<file path="src/rtl/x_ramb4_bist_pkg.sv">
// Shared types and the March C- element table for the 256x16 block RAM self-test.
package x_ramb4_bist_pkg;

  typedef enum logic [1:0] {
    ST_IDLE  = 2'd0,
    ST_RUN   = 2'd1,
    ST_DRAIN = 2'd2,
    ST_DONE  = 2'd3
  } state_e;

  typedef enum logic [2:0] {
    M0 = 3'd0,
    M1 = 3'd1,
    M2 = 3'd2,
    M3 = 3'd3,
    M4 = 3'd4,
    M5 = 3'd5
  } elem_e;

  typedef enum logic {
    OP_RD = 1'b0,
    OP_WR = 1'b1
  } op_e;

  // Background code; replicated across the data width by the user.
  typedef enum logic {
    BG0 = 1'b0,
    BG1 = 1'b1
  } bg_e;

  typedef struct packed {
    logic up;
    logic two_ops;
    op_e  op_a;
    bg_e  bg_a;
    op_e  op_b;
    bg_e  bg_b;
  } elem_cfg_t;

  function automatic elem_cfg_t elem_cfg(elem_e e);
    elem_cfg_t c;
    c = '{up: 1'b1, two_ops: 1'b0, op_a: OP_WR, bg_a: BG0, op_b: OP_WR, bg_b: BG0};
    case (e)
      M0:      c = '{up: 1'b1, two_ops: 1'b0, op_a: OP_WR, bg_a: BG0, op_b: OP_WR, bg_b: BG0};
      M1:      c = '{up: 1'b1, two_ops: 1'b1, op_a: OP_RD, bg_a: BG0, op_b: OP_WR, bg_b: BG1};
      M2:      c = '{up: 1'b1, two_ops: 1'b1, op_a: OP_RD, bg_a: BG1, op_b: OP_WR, bg_b: BG0};
      M3:      c = '{up: 1'b0, two_ops: 1'b1, op_a: OP_RD, bg_a: BG0, op_b: OP_WR, bg_b: BG1};
      M4:      c = '{up: 1'b0, two_ops: 1'b1, op_a: OP_RD, bg_a: BG1, op_b: OP_WR, bg_b: BG0};
      M5:      c = '{up: 1'b1, two_ops: 1'b0, op_a: OP_RD, bg_a: BG0, op_b: OP_RD, bg_b: BG0};
      default: c = '{up: 1'b1, two_ops: 1'b0, op_a: OP_WR, bg_a: BG0, op_b: OP_WR, bg_b: BG0};
    endcase
    return c;
  endfunction

endpackage

</file>
<file path="src/rtl/x_ramb4_bist_chk.sv">
// One-stage read-compare pipeline with first-failure capture.
module x_ramb4_bist_chk
  import x_ramb4_bist_pkg::*;
#(
  parameter int ADDR_W = 8,
  parameter int DATA_W = 16
) (
  input  logic              CLK,
  input  logic              RST,
  input  logic              clr_i,
  input  logic              issue_i,
  input  logic [DATA_W-1:0] exp_i,
  input  logic [ADDR_W-1:0] addr_i,
  input  logic [DATA_W-1:0] ram_do_i,
  output logic              fail_o,
  output logic [ADDR_W-1:0] fail_addr_o,
  output logic [DATA_W-1:0] fail_data_o
);

  logic              vld_q;
  logic [DATA_W-1:0] exp_q;
  logic [ADDR_W-1:0] addr_q;
  logic              fail_q;
  logic [ADDR_W-1:0] fail_addr_q;
  logic [DATA_W-1:0] fail_data_q;
  logic              mismatch_s;

  // RAM_DO belongs to the read issued one cycle earlier; only the first miss is kept.
  assign mismatch_s = vld_q & ~fail_q & (ram_do_i != exp_q);

  // Pipeline the pending read and latch the first failing location.
  always_ff @(posedge CLK) begin
    if (RST || clr_i) begin
      vld_q       <= 1'b0;
      exp_q       <= {DATA_W{1'b0}};
      addr_q      <= {ADDR_W{1'b0}};
      fail_q      <= 1'b0;
      fail_addr_q <= {ADDR_W{1'b0}};
      fail_data_q <= {DATA_W{1'b0}};
    end else begin
      vld_q  <= issue_i;
      exp_q  <= exp_i;
      addr_q <= addr_i;
      if (mismatch_s) begin
        fail_q      <= 1'b1;
        fail_addr_q <= addr_q;
        fail_data_q <= ram_do_i;
      end
    end
  end

  assign fail_o      = fail_q;
  assign fail_addr_o = fail_addr_q;
  assign fail_data_o = fail_data_q;

endmodule

</file>
<file path="src/rtl/x_ramb4_s16_bist.sv">
// March C- self-test controller driving a registered-read 256x16 block RAM port.
module x_ramb4_s16_bist
  import x_ramb4_bist_pkg::*;
#(
  parameter int ADDR_W = 8,
  parameter int DATA_W = 16
) (
  input  logic              CLK,
  input  logic              RST,
  input  logic              START,
  output logic              BUSY,
  output logic              DONE,
  output logic              FAIL,
  output logic [ADDR_W-1:0] FAIL_ADDR,
  output logic [DATA_W-1:0] FAIL_DATA,
  output logic [ADDR_W-1:0] RAM_ADDR,
  output logic [DATA_W-1:0] RAM_DI,
  output logic              RAM_EN,
  output logic              RAM_WE,
  output logic              RAM_RST,
  input  logic [DATA_W-1:0] RAM_DO
);

  localparam logic [ADDR_W-1:0] ADDR_MIN = {ADDR_W{1'b0}};
  localparam logic [ADDR_W-1:0] ADDR_MAX = {ADDR_W{1'b1}};
  localparam logic [ADDR_W-1:0] ADDR_ONE = {{(ADDR_W-1){1'b0}}, 1'b1};

  function automatic logic [DATA_W-1:0] bg_word(bg_e b);
    return {DATA_W{b == BG1}};
  endfunction

  state_e            state_q;
  elem_e             elem_q;
  logic              phase_q;
  logic [ADDR_W-1:0] ram_addr_q;
  logic [DATA_W-1:0] ram_di_q;
  logic              ram_en_q;
  logic              ram_we_q;
  logic              busy_q;
  logic              done_q;

  elem_cfg_t         cfg_s;
  elem_e             seq_elem_d;
  logic              seq_phase_d;
  logic [ADDR_W-1:0] seq_addr_d;
  logic [ADDR_W-1:0] step_addr_s;
  logic              seq_last_s;
  logic              new_elem_s;
  op_e               nxt_op_s;
  bg_e               nxt_bg_s;
  logic              start_acc_s;

  // Next access after the one on the port: read->write on the same address, then step or change element.
  always_comb begin
    cfg_s       = elem_cfg(elem_q);
    seq_elem_d  = elem_q;
    seq_phase_d = 1'b0;
    step_addr_s = ram_addr_q;
    seq_last_s  = 1'b0;
    new_elem_s  = 1'b0;
    if (cfg_s.two_ops && !phase_q) begin
      seq_phase_d = 1'b1;
    end else if (ram_addr_q == (cfg_s.up ? ADDR_MAX : ADDR_MIN)) begin
      if (elem_q == M5) begin
        seq_last_s = 1'b1;
      end else begin
        seq_elem_d = elem_e'(elem_q + 3'd1);
        new_elem_s = 1'b1;
      end
    end else begin
      step_addr_s = cfg_s.up ? (ram_addr_q + ADDR_ONE) : (ram_addr_q - ADDR_ONE);
    end
    cfg_s = elem_cfg(seq_elem_d);
    if (new_elem_s) begin
      seq_addr_d = cfg_s.up ? ADDR_MIN : ADDR_MAX;
    end else begin
      seq_addr_d = step_addr_s;
    end
    nxt_op_s = seq_phase_d ? cfg_s.op_b : cfg_s.op_a;
    nxt_bg_s = seq_phase_d ? cfg_s.bg_b : cfg_s.bg_a;
  end

  assign start_acc_s = START & ((state_q == ST_IDLE) | (state_q == ST_DONE));

  // Control FSM and RAM port registers.
  always_ff @(posedge CLK) begin
    if (RST) begin
      state_q    <= ST_IDLE;
      elem_q     <= M0;
      phase_q    <= 1'b0;
      ram_addr_q <= ADDR_MIN;
      ram_di_q   <= {DATA_W{1'b0}};
      ram_en_q   <= 1'b0;
      ram_we_q   <= 1'b0;
      busy_q     <= 1'b0;
      done_q     <= 1'b0;
    end else begin
      case (state_q)
        ST_IDLE, ST_DONE: begin
          ram_en_q <= 1'b0;
          ram_we_q <= 1'b0;
          if (start_acc_s) begin
            state_q    <= ST_RUN;
            elem_q     <= M0;
            phase_q    <= 1'b0;
            ram_addr_q <= ADDR_MIN;
            ram_di_q   <= bg_word(BG0);
            ram_en_q   <= 1'b1;
            ram_we_q   <= 1'b1;
            busy_q     <= 1'b1;
            done_q     <= 1'b0;
          end
        end
        ST_RUN: begin
          if (seq_last_s) begin
            state_q  <= ST_DRAIN;
            ram_en_q <= 1'b0;
            ram_we_q <= 1'b0;
          end else begin
            elem_q     <= seq_elem_d;
            phase_q    <= seq_phase_d;
            ram_addr_q <= seq_addr_d;
            ram_di_q   <= bg_word(nxt_bg_s);
            ram_en_q   <= 1'b1;
            ram_we_q   <= (nxt_op_s == OP_WR);
          end
        end
        ST_DRAIN: begin
          state_q  <= ST_DONE;
          ram_en_q <= 1'b0;
          ram_we_q <= 1'b0;
          busy_q   <= 1'b0;
          done_q   <= 1'b1;
        end
        default: begin
          state_q  <= ST_IDLE;
          ram_en_q <= 1'b0;
          ram_we_q <= 1'b0;
          busy_q   <= 1'b0;
          done_q   <= 1'b0;
        end
      endcase
    end
  end

  // On reads RAM_DI carries the expected background, so it doubles as the compare value.
  x_ramb4_bist_chk #(
    .ADDR_W (ADDR_W),
    .DATA_W (DATA_W)
  ) u_chk (
    .CLK         (CLK),
    .RST         (RST),
    .clr_i       (start_acc_s),
    .issue_i     (ram_en_q & ~ram_we_q),
    .exp_i       (ram_di_q),
    .addr_i      (ram_addr_q),
    .ram_do_i    (RAM_DO),
    .fail_o      (FAIL),
    .fail_addr_o (FAIL_ADDR),
    .fail_data_o (FAIL_DATA)
  );

  assign BUSY     = busy_q;
  assign DONE     = done_q;
  assign RAM_ADDR = ram_addr_q;
  assign RAM_DI   = ram_di_q;
  assign RAM_EN   = ram_en_q;
  assign RAM_WE   = ram_we_q;
  assign RAM_RST  = 1'b0;

endmodule

</file>
<file path="config.mk">
export PLATFORM = sky130hd
export DESIGN_NAME = x_ramb4_s16_bist
export DESIGN_NICKNAME = d
export VERILOG_FILES = /design/src/rtl/x_ramb4_bist_pkg.sv /design/src/rtl/x_ramb4_bist_chk.sv /design/src/rtl/x_ramb4_s16_bist.sv
export SDC_FILE = /design/constraint.sdc
export NUM_CORES = 1
export LEC_CHECK = 0
export BUFFER_PORTS_ARGS = -buffer_cell sky130_fd_sc_hd__buf_2
export CAP_MARGIN = 30
export CORE_MARGIN = 1
export CORE_UTILIZATION = 40
export CTS_CLUSTER_SIZE = 30
export DETAILED_ROUTE_END_ITERATION = 12
export HOLD_SLACK_MARGIN = 0.02
export PLACE_DENSITY = 0.65
export SETUP_SLACK_MARGIN = 0.3
export SLEW_MARGIN = 10
export SYNTH_ARGS = -nofsm -noshare
export SYNTH_HDL_FRONTEND = slang
export SYNTH_SLANG_ARGS = --single-unit
</file>
<file path="constraint.sdc">
create_clock -name CLK -period 3.5 [get_ports CLK]
set_clock_uncertainty 0.15 [all_clocks]
set_input_delay 0.7 -clock CLK [delete_from_list [all_inputs] [get_ports CLK]]
set_output_delay 0.7 -clock CLK [all_outputs]
set_load 0.01 [all_outputs]
</file>
==> key figures, run 1 <==
Finish
  – Area grow syn2layout: 27.3%
  – Area of the multi-input gates: 1750 sq um
  – Filler cells: 639
  – Commonest non-fill, non-tap cell in the layout: buf_2
  – Final instance area: 3670 sq um
  – Most frequent cells in the layout: buf_2, dfxtp_1, nor2_1
  – Register area: 1090 sq um
  – Final #Nets: 444
  – Inserted Diodes: 0
  – Layout cells sized above 1: 0.336

Pwr
  – PnR Total Power: 1.50 mW
  – Leakage: 1.54 nW
  – Power Dens Cells: 408 nW/um^2
  – Maximum VDD drop: 0.000195 V

Place
  – Routability cong.: 0.848
  – # port buffers: 71
  – DP HPWL: 4.86 mm
  – Pre-CTS setup slack: 0.0430 ns
  – Post-DP Area: 3390 sq um

STA
  – Final Cycle Share: 0.882
  – Hold Vio Cnt, Final: 0
  – Max Slew Vio Count: 0
  – Tmin final: 3.09 ns
  – Worst Setup Slack, final: 0.412 ns
  – Setup Total Neg Slack: 0 ns
  – Slew HR: 0.552
  – Worst Tran Pin Value: 0.671 ns
  – Final setup violation count: 0
  – Max frequency: 324 MHz
  – RSZ-0062 raised after global routing: true

Critical path
  – FF-to-FF setup slack: 0.41 ns
  – Startpoint Class: register
  – CP most frequent cell: mux2_4
  – Crit end category: register
  – Reg2Reg Depth: 13
  – R2r endpoint: RAM_ADDR[3]
  – Slowest-stage cell, CP: or3_4
  – Worst EP required: 3.55 ns
  – Crit Path Class: register to register
  – CP arrival: 3.14 ns
  – Critical Path Fanout Max: 8
  – Reg2reg start: elem_q[0]
  – Max incr delay on CP: 0.38 ns
  – Critical-path cell list: inv_1 > ha_1 > nor2b_4 > nor2_4 > buf_12 > ha_4 > nand2_1 > or3_4 > a2111o_1 > mux2_4 > mux2_4 > nand3_4 > o211ai_1

Global route
  – Grt met1 use: 0.238
  – Largest net degree at the start of global routing: 28
  – M2 GR Usage: 0.291
  – First-pass GRT wire length: 10.7 mm
  – Most used routing layer: met2
  – Met3 Track Usage GR: 0.0351
  – Global Route Usage Sum: 0.179
  – Initial antenna violation count: 0
  – Vias in the first global route: 2,313
  – GRT overflow: 0

Hold path
  – Worst hold-check path type: register to register
  – Hold Crit Start: RAM_WE
  – Hold path depth: 1
  – Hold Crit Endpoint: u_chk.vld_q

Drt
  – DRT antenna net count: 0
  – Routed wire per std cell: 12.9 um
  – Drc violations: 0
  – Total vias in the final route: 2,538
  – DR vias/cell: 5.01
  – DR pass1 iterations: 4
  – Total Wirelength: 6.54 mm
  – Drt first-iter violations: 79

CTS
  – Root buffer cell: clkbuf_8
  – Clock sink count: 54
  – Clock buffer depth: 2
  – CTS tree: yes
  – Worst-skew pair later-pin latency: 0.31 ns
  – Worst-path clk slew: 0.10 ns
  – TritonCTS buffer count: 5
  – H-Tree Depth: 2

Die
  – Die height: 86.9 um
  – IO Pins: 73
  – Initial core utilization: 0.420
  – Core region area: 6870 sq um
  – Full die area: 7550 sq um
  – Die X: 86.9 um
  – # rows: 30

Synthesis
  – Synth Warn #: 0
  – Post-synth top flop: dfxtp_1
  – Syn_nets: 368
  – Synthesized area: 2880 sq um
  – Mapped Cells: 334
  – Number of synthesized register bits: 54
  – Post-synth EDFFs: 0
  – Register area share after synthesis: 0.375
  – Mapped Avg Cell Area: 8.63 sq um
  – Asr flop ratio synth: 0
  – Post-synth cell types: 48

Run status
  – Status: complete, no violations

Flow run
  – Max_cap viols: 0
[power breakdown]
part / total, mW / switching [mW] / internal, mW
clock network: 0.358 / 0.214 / 0.144
registers: 0.710 / 0.0424 / 0.668
logic: 0.428 / 0.258 / 0.171
total: 1.50 / 0.514 / 0.982
[logic make-up (layout without fill, tap and decap cells)]
logic type | count (synthesis) | after routing | share of synthesized area
AOI/OAI and AO/OA | 72 | 72 | 0.165
xor gates and xnor gates | 6 | 6 | 0.0182
adders and majority gates | 15 | 15 | 0.0677
buffers and inverters | 40 | 117 | 0.0738
DFF | 54 | 54 | 0.375
muxes | 30 | 30 | 0.109
other | 1 | 1 | 0.00130
and+or+nand+nor | 116 | 116 | 0.191
[worst max-delay path: cells and delay by family, from the launching register on]
family          cells  cell delay [ns]
compound gates      2             0.41
fa+ha+maj           2             0.44
buf+inv             2             0.22
flops               1             0.37
mux                 2             0.66
simple gates        5             0.72
[synthesized netlist by cell type (4+ instances only)]
master | n | area, sq um
mux2i_1 | 25 | 250
nor2b_1 | 5 | 31.3
dfxtp_1 | 54 | 1080
and2_1 | 9 | 56.3
o211ai_1 | 4 | 30.0
xor2_1 | 4 | 35.0
a21o_1 | 6 | 45.0
nand4_1 | 4 | 25.0
nand2_1 | 20 | 75.1
o21ai_0 | 16 | 80.1
buf_4 | 16 | 120
ha_1 | 14 | 175
inv_1 | 11 | 41.3
nor2_1 | 51 | 191
nand2b_1 | 5 | 31.3
a211oi_1 | 5 | 37.5
nand3_1 | 4 | 20.0
a21oi_1 | 21 | 105
nor3_1 | 4 | 20.0
clkbuf_1 | 11 | 41.3
nor4_1 | 6 | 37.5
[flip-flops by register name, summed over array words and instances, names as in the netlist]
| register | cells |
|---|---|
| BUSY | 1 |
| u_chk.fail_data_o | 16 |
| RAM_WE | 1 |
| u_chk.fail_addr_o | 8 |
| u_chk.fail_o | 1 |
| phase_q | 1 |
| RAM_EN | 1 |
| u_chk.vld_q | 1 |
| RAM_ADDR | 8 |
| DONE | 1 |
| elem_q | 3 |
| u_chk.exp_q | 1 |
| RAM_DI | 1 |
| u_chk.addr_q | 8 |
| state_q | 2 |
[final cells by class]
type,instances,area share
Clock buffer,5,0.0188
Multi-Input combinational cell,240,0.478
Tap cell,96,0.0327
Timing Repair Buffer,98,0.155
Sequential cell,54,0.296
Inverter,11,0.0126
Clock inverter,3,0.00648
[per-stage QoR]
| step | utilization | hold WS [ns] | instances |
|---|---|---|---|
| 2_1_floorplan | - | 0.291 | 334 |
| 4_1_cts | 0.529 | 0.297 | 504 |
| 3_5_place_dp | 0.494 | 0.275 | 486 |
| 5_1_grt | 0.534 | 0.324 | 507 |
| 3_3_place_gp | 0.494 | 0.290 | 486 |
| 6_report | 0.534 | 0.295 | 507 |
[routing by layer]
layer	share of wire	vias up
met2	0.47	71
met3	0.055	8
met4	0.013	0
li1	-	1305
met5	0	-
met1	0.47	1154
[worst max-delay path by stage]
stage / slack (ns) / endpoint / depth (start not counted) / from
2_1_floorplan: 0.12 / RAM_ADDR[3] / 14 / elem_q[2]
3_3_place_gp: 0.10 / RAM_ADDR[3] / 12 / elem_q[1]
3_5_place_dp: 0.04 / RAM_ADDR[3] / 12 / elem_q[1]
4_1_cts: 0.28 / RAM_ADDR[3] / 13 / elem_q[2]
5_1_grt: 0.29 / RAM_ADDR[6] / 13 / elem_q[1]
6_report: 0.41 / RAM_ADDR[3] / 13 / elem_q[0]
[what timing repair did]
item,CTS,global route
hold endpoints to repair,0,0
pin swaps,12,5
gates resized for setup,11,3
buffers inserted,10,3
hold buffers,0,0
cloned,0,0
endpoints found under the setup margin,16,13
No activity file was read; power rests on OpenSTA's default activity.
==> run 2, diff against run 1 <==
Settings changed: ABC_AREA from default to 1.
==> run 2 against run 1 <==
Effect of this change: total power increased by 8.4%; core utilization down 2.0 points; cell area down 4.3%; global-route usage shrank 0.78 points; highest routed layer unchanged; sequential power is essentially flat; worst hold slack worse by 0.0090 ns; via count increased by 2.2%; critical path type unchanged; critical endpoint is now RAM_ADDR[2]; sequential share of layout area rose by 1.3 points; critical path depth grew 6; combinational power is 12% higher; setup slack gained 0.073 ns; first-iteration DRC count shrank 5.1%.
==> key figures, run 2 <==
Critical path
  – CP most frequent cell: nand2_2
  – Crit Path Class: register to register
  – Crit end category: register
  – Max incr delay on CP: 0.39 ns (about the same)
  – CP top delay family: simple AND/OR/NAND/NOR gates
  – CP arrival: 3.10 ns (-0.04 ns)
  – Critical-path cell list: inv_2 > ha_4 > nor2_1 > nand2_2 > clkinvlp_4 > buf_12 > ha_4 > nand2_4 > nor2_2 > nand3_2 > nor2_2 > nand4_1 > nand2_2 > nand3_4 > nor2_4 > nand2_2 > nand3b_4 > nand3_1 > a21oi_1
  – Worst EP required: 3.59 ns (+0.04 ns)
  – Startpoint Class: register
  – CP startpoint: elem_q[2]
  – Worst path buffer plus inverter count: 3 (+1)
  – Slowest-stage cell, CP: dfxtp_4
  – Reg2reg start: elem_q[2]
  – Critical Path Fanout Max: 8 (unchanged)

Finish
  – Area grow syn2layout: 22.9%
  – Inserted Diodes: 0 (unchanged)
  – Commonest non-fill, non-tap cell in the layout: nand2_1
  – Final #Nets: 484 (+9.0%)
  – Filler cells: 702 (+9.9%)
  – Max reg flops: 16 (unchanged)
  – Layout cells sized above 1: 0.302 (-0.0342)
  – Most frequent cells in the layout: nand2_1, buf_2, dfxtp_1

Run status
  – Status: complete, no violations

CTS
  – Clock buffer depth: 2 (unchanged)
  – Worst-skew pair later-pin latency: 0.31 ns (about the same)
  – Worst-path clk slew: 0.10 ns (about the same)
  – Clock sink count: 54 (unchanged)
  – TritonCTS buffer count: 5 (unchanged)
  – H-Tree Depth: 2 (unchanged)
  – CTS tree: yes
  – Root buffer cell: clkbuf_8

Synthesis
  – Post-synth top flop: dfxtp_1
  – Synthesized area: 2860 sq um (-0.82%)
  – Asr flop ratio synth: 0 (unchanged)
  – Number of synthesized register bits: 54 (unchanged)
  – Mapped Cells: 389 (+16%)
  – Post-synth top area share: 0.378 (+0.00312)
  – Mapped Avg Cell Area: 7.35 sq um (-15%)
  – Synth Warn #: 0 (unchanged)
  – Synth area leaders: dfxtp_1, nand2_1, a21oi_1
  – Count leader, synth: nand2_1
  – Syn_nets: 423 (+15%)
  – Area leader, netlist: dfxtp_1
  – Post-synth EDFFs: 0 (unchanged)
  – Register area share after synthesis: 0.378 (+0.00312)
  – Post-synth cell types: 36 (-25%)
  – Post-synth top cells: nand2_1, dfxtp_1, a21oi_1

Die
  – Core region area: 6830 sq um (-0.55%)
  – Die height: 86.5 um (-0.41%)
  – Initial core utilization: 0.418 (-0.00117)
  – IO Pins: 73 (unchanged)
  – # rows: 30 (unchanged)
  – Die X: 86.5 um (-0.41%)
  – Full die area: 7490 sq um (-0.82%)

STA
  – Final setup violation count: 0 (unchanged)
  – Max Slew Vio Count: 0 (unchanged)
  – Setup Total Neg Slack: 0 ns (unchanged)
  – Slew HR: 0.528 (-0.0244)
  – Final hold slack: 0.286 ns (-0.00902 ns)
  – RSZ-0062 raised after global routing: false
  – Worst Tran Pin Value: 0.707 ns (+0.0365 ns)
  – Final Cycle Share: 0.861 (-0.0210)
  – Hold Vio Cnt, Final: 0 (unchanged)
  – Max frequency: 332 MHz (+2.4%)
  – Tmin final: 3.01 ns (-0.0734 ns)

Pwr
  – Int Pwr: 1.04 mW (+5.8%)
  – Leakage: 1.55 nW (about the same)
  – PnR Total Power: 1.62 mW (+8.4%)
  – Maximum VDD drop: 0.000229 V (+17%)
  – Sw Share: 0.360 (+0.0160)
  – Clk pwr share: 0.267 (+0.028)
  – Combinational power share: 0.297 (+0.011)
  – Power Dens Cells: 462 nW/um^2 (+13%)
  – Sequential Power Share: 0.436 (-0.039)
  – NetSw: 0.584 mW (+13%)

Drt
  – DR vias/cell: 4.74 (-5.3%)
  – Drt first-iter violations: 75 (-5.1%)
  – Total vias in the final route: 2,594 (+2.2%)
  – DR pass1 iterations: 4 (unchanged)
  – Routed wire per std cell: 11.9 um (-7.8%)
  – Total Wirelength: 6.51 mm (-0.49%)
  – Drc violations: 0 (unchanged)
  – DRT antenna net count: 0 (unchanged)

Global route
  – First-pass GRT wire length: 10.4 mm (-3.1%)
  – Grt met1 use: 0.242 (+0.00410)
  – Initial antenna violation count: 0 (unchanged)
  – Met3 Track Usage GR: 0.0352 (+0.000167)
  – Global Route Usage Sum: 0.171 (-0.00779)
  – GRT overflow: 0 (unchanged)
  – Largest net degree at the start of global routing: 36 (+29%)
  – Vias in the first global route: 2,238 (-3.2%)
  – M2 GR Usage: 0.268 (-0.0222)
  – Most used routing layer: met2

Place
  – DP HPWL: 4.70 mm (-3.2%)
  – # port buffers: 71 (unchanged)
  – Routability cong.: 0.843 (-0.51%)

Hold path
  – Hold Crit Start: RAM_WE
  – Worst hold-check path type: register to register

Flow run
  – Max_cap viols: 0 (unchanged)
## run 2: changes by cell type after synthesis, sizes merged, moves of 6 or more
| cell | before | now |
|---|---|---|
| mux2i | 25 | 0 |
| nand3 | 5 | 21 |
| inv | 11 | 40 |
| clkbuf | 12 | 6 |
| a21oi | 21 | 50 |
| nor2 | 51 | 34 |
| o21ai | 16 | 8 |
| nand2 | 20 | 116 |
| a21o | 6 | 0 |
| and2 | 9 | 0 |
## run 2: power by group through the flow
stage                     registers, mW  clock network (mW)  logic, mW
after floorplan                   0.735                   0      0.313
after global placement            0.722                   0      0.454
after detailed placement          0.722                   0      0.460
after CTS                         0.708               0.444      0.464
after global routing              0.716               0.469      0.540
final                             0.707               0.433      0.481
## run 2: path summary, 6_finish.rpt
| path | end | slack (ns) | depth (start not counted) |
|---|---|---|---|
| min reg2reg | u_chk.vld_q | 0.29 | 1 |
| max reg2reg | RAM_ADDR[2] | 0.49 | 19 |
| max | RAM_ADDR[2] | 0.49 | 19 |
| min | u_chk.vld_q | 0.29 | 1 |
## run 2: layout make-up
type                       instances  area [sq um]  area share
clock buffer                       5          68.8      0.0196
clock inverter                     3          48.8      0.0139
inverter                          40           154      0.0438
multi-input combinational        271          1610       0.458
sequential                        54          1090       0.309
tap                               96           120      0.0342
timing repair buffer              78           424       0.121
## run 2: per-stage QoR
step | setup WS, ns | cell area [sq um] | util | cells
CTS | 0.312 | 3310 | 0.485 | 542
detailed placement | 0.341 | 3200 | 0.468 | 534
finish | 0.486 | 3510 | 0.514 | 547
global placement | 0.372 | 3200 | 0.468 | 534
floorplan | 0.747 | 2860 | - | 389
global route | 0.260 | 3510 | 0.514 | 547
## run 2: cells by family (layout without fill, tap and decap cells)
family / after synthesis / after routing / synth area share
and+or+nand+nor: 188 / 188 / 0.308
buffers and inverters: 64 / 126 / 0.106
AOI/OAI and AO/OA: 62 / 62 / 0.123
DFF: 54 / 54 / 0.378
adders and majority gates: 15 / 15 / 0.0683
xor gates and xnor gates: 5 / 5 / 0.0153
other: 1 / 1 / 0.00131
## run 2: repair_timing
| action | in CTS | in global routing |
|---|---|---|
| setup endpoints to repair | 0 | 15 |
| hold buffers | 0 | 0 |
| setup buffers | 0 | 5 |
| gates resized for setup | 0 | 30 |
## run 2: layer usage
layer	part of all wire	vias up
met5	0	-
met4	0.0095	0
met3	0.051	6
met2	0.45	65
met1	0.49	1157
li1	-	1366
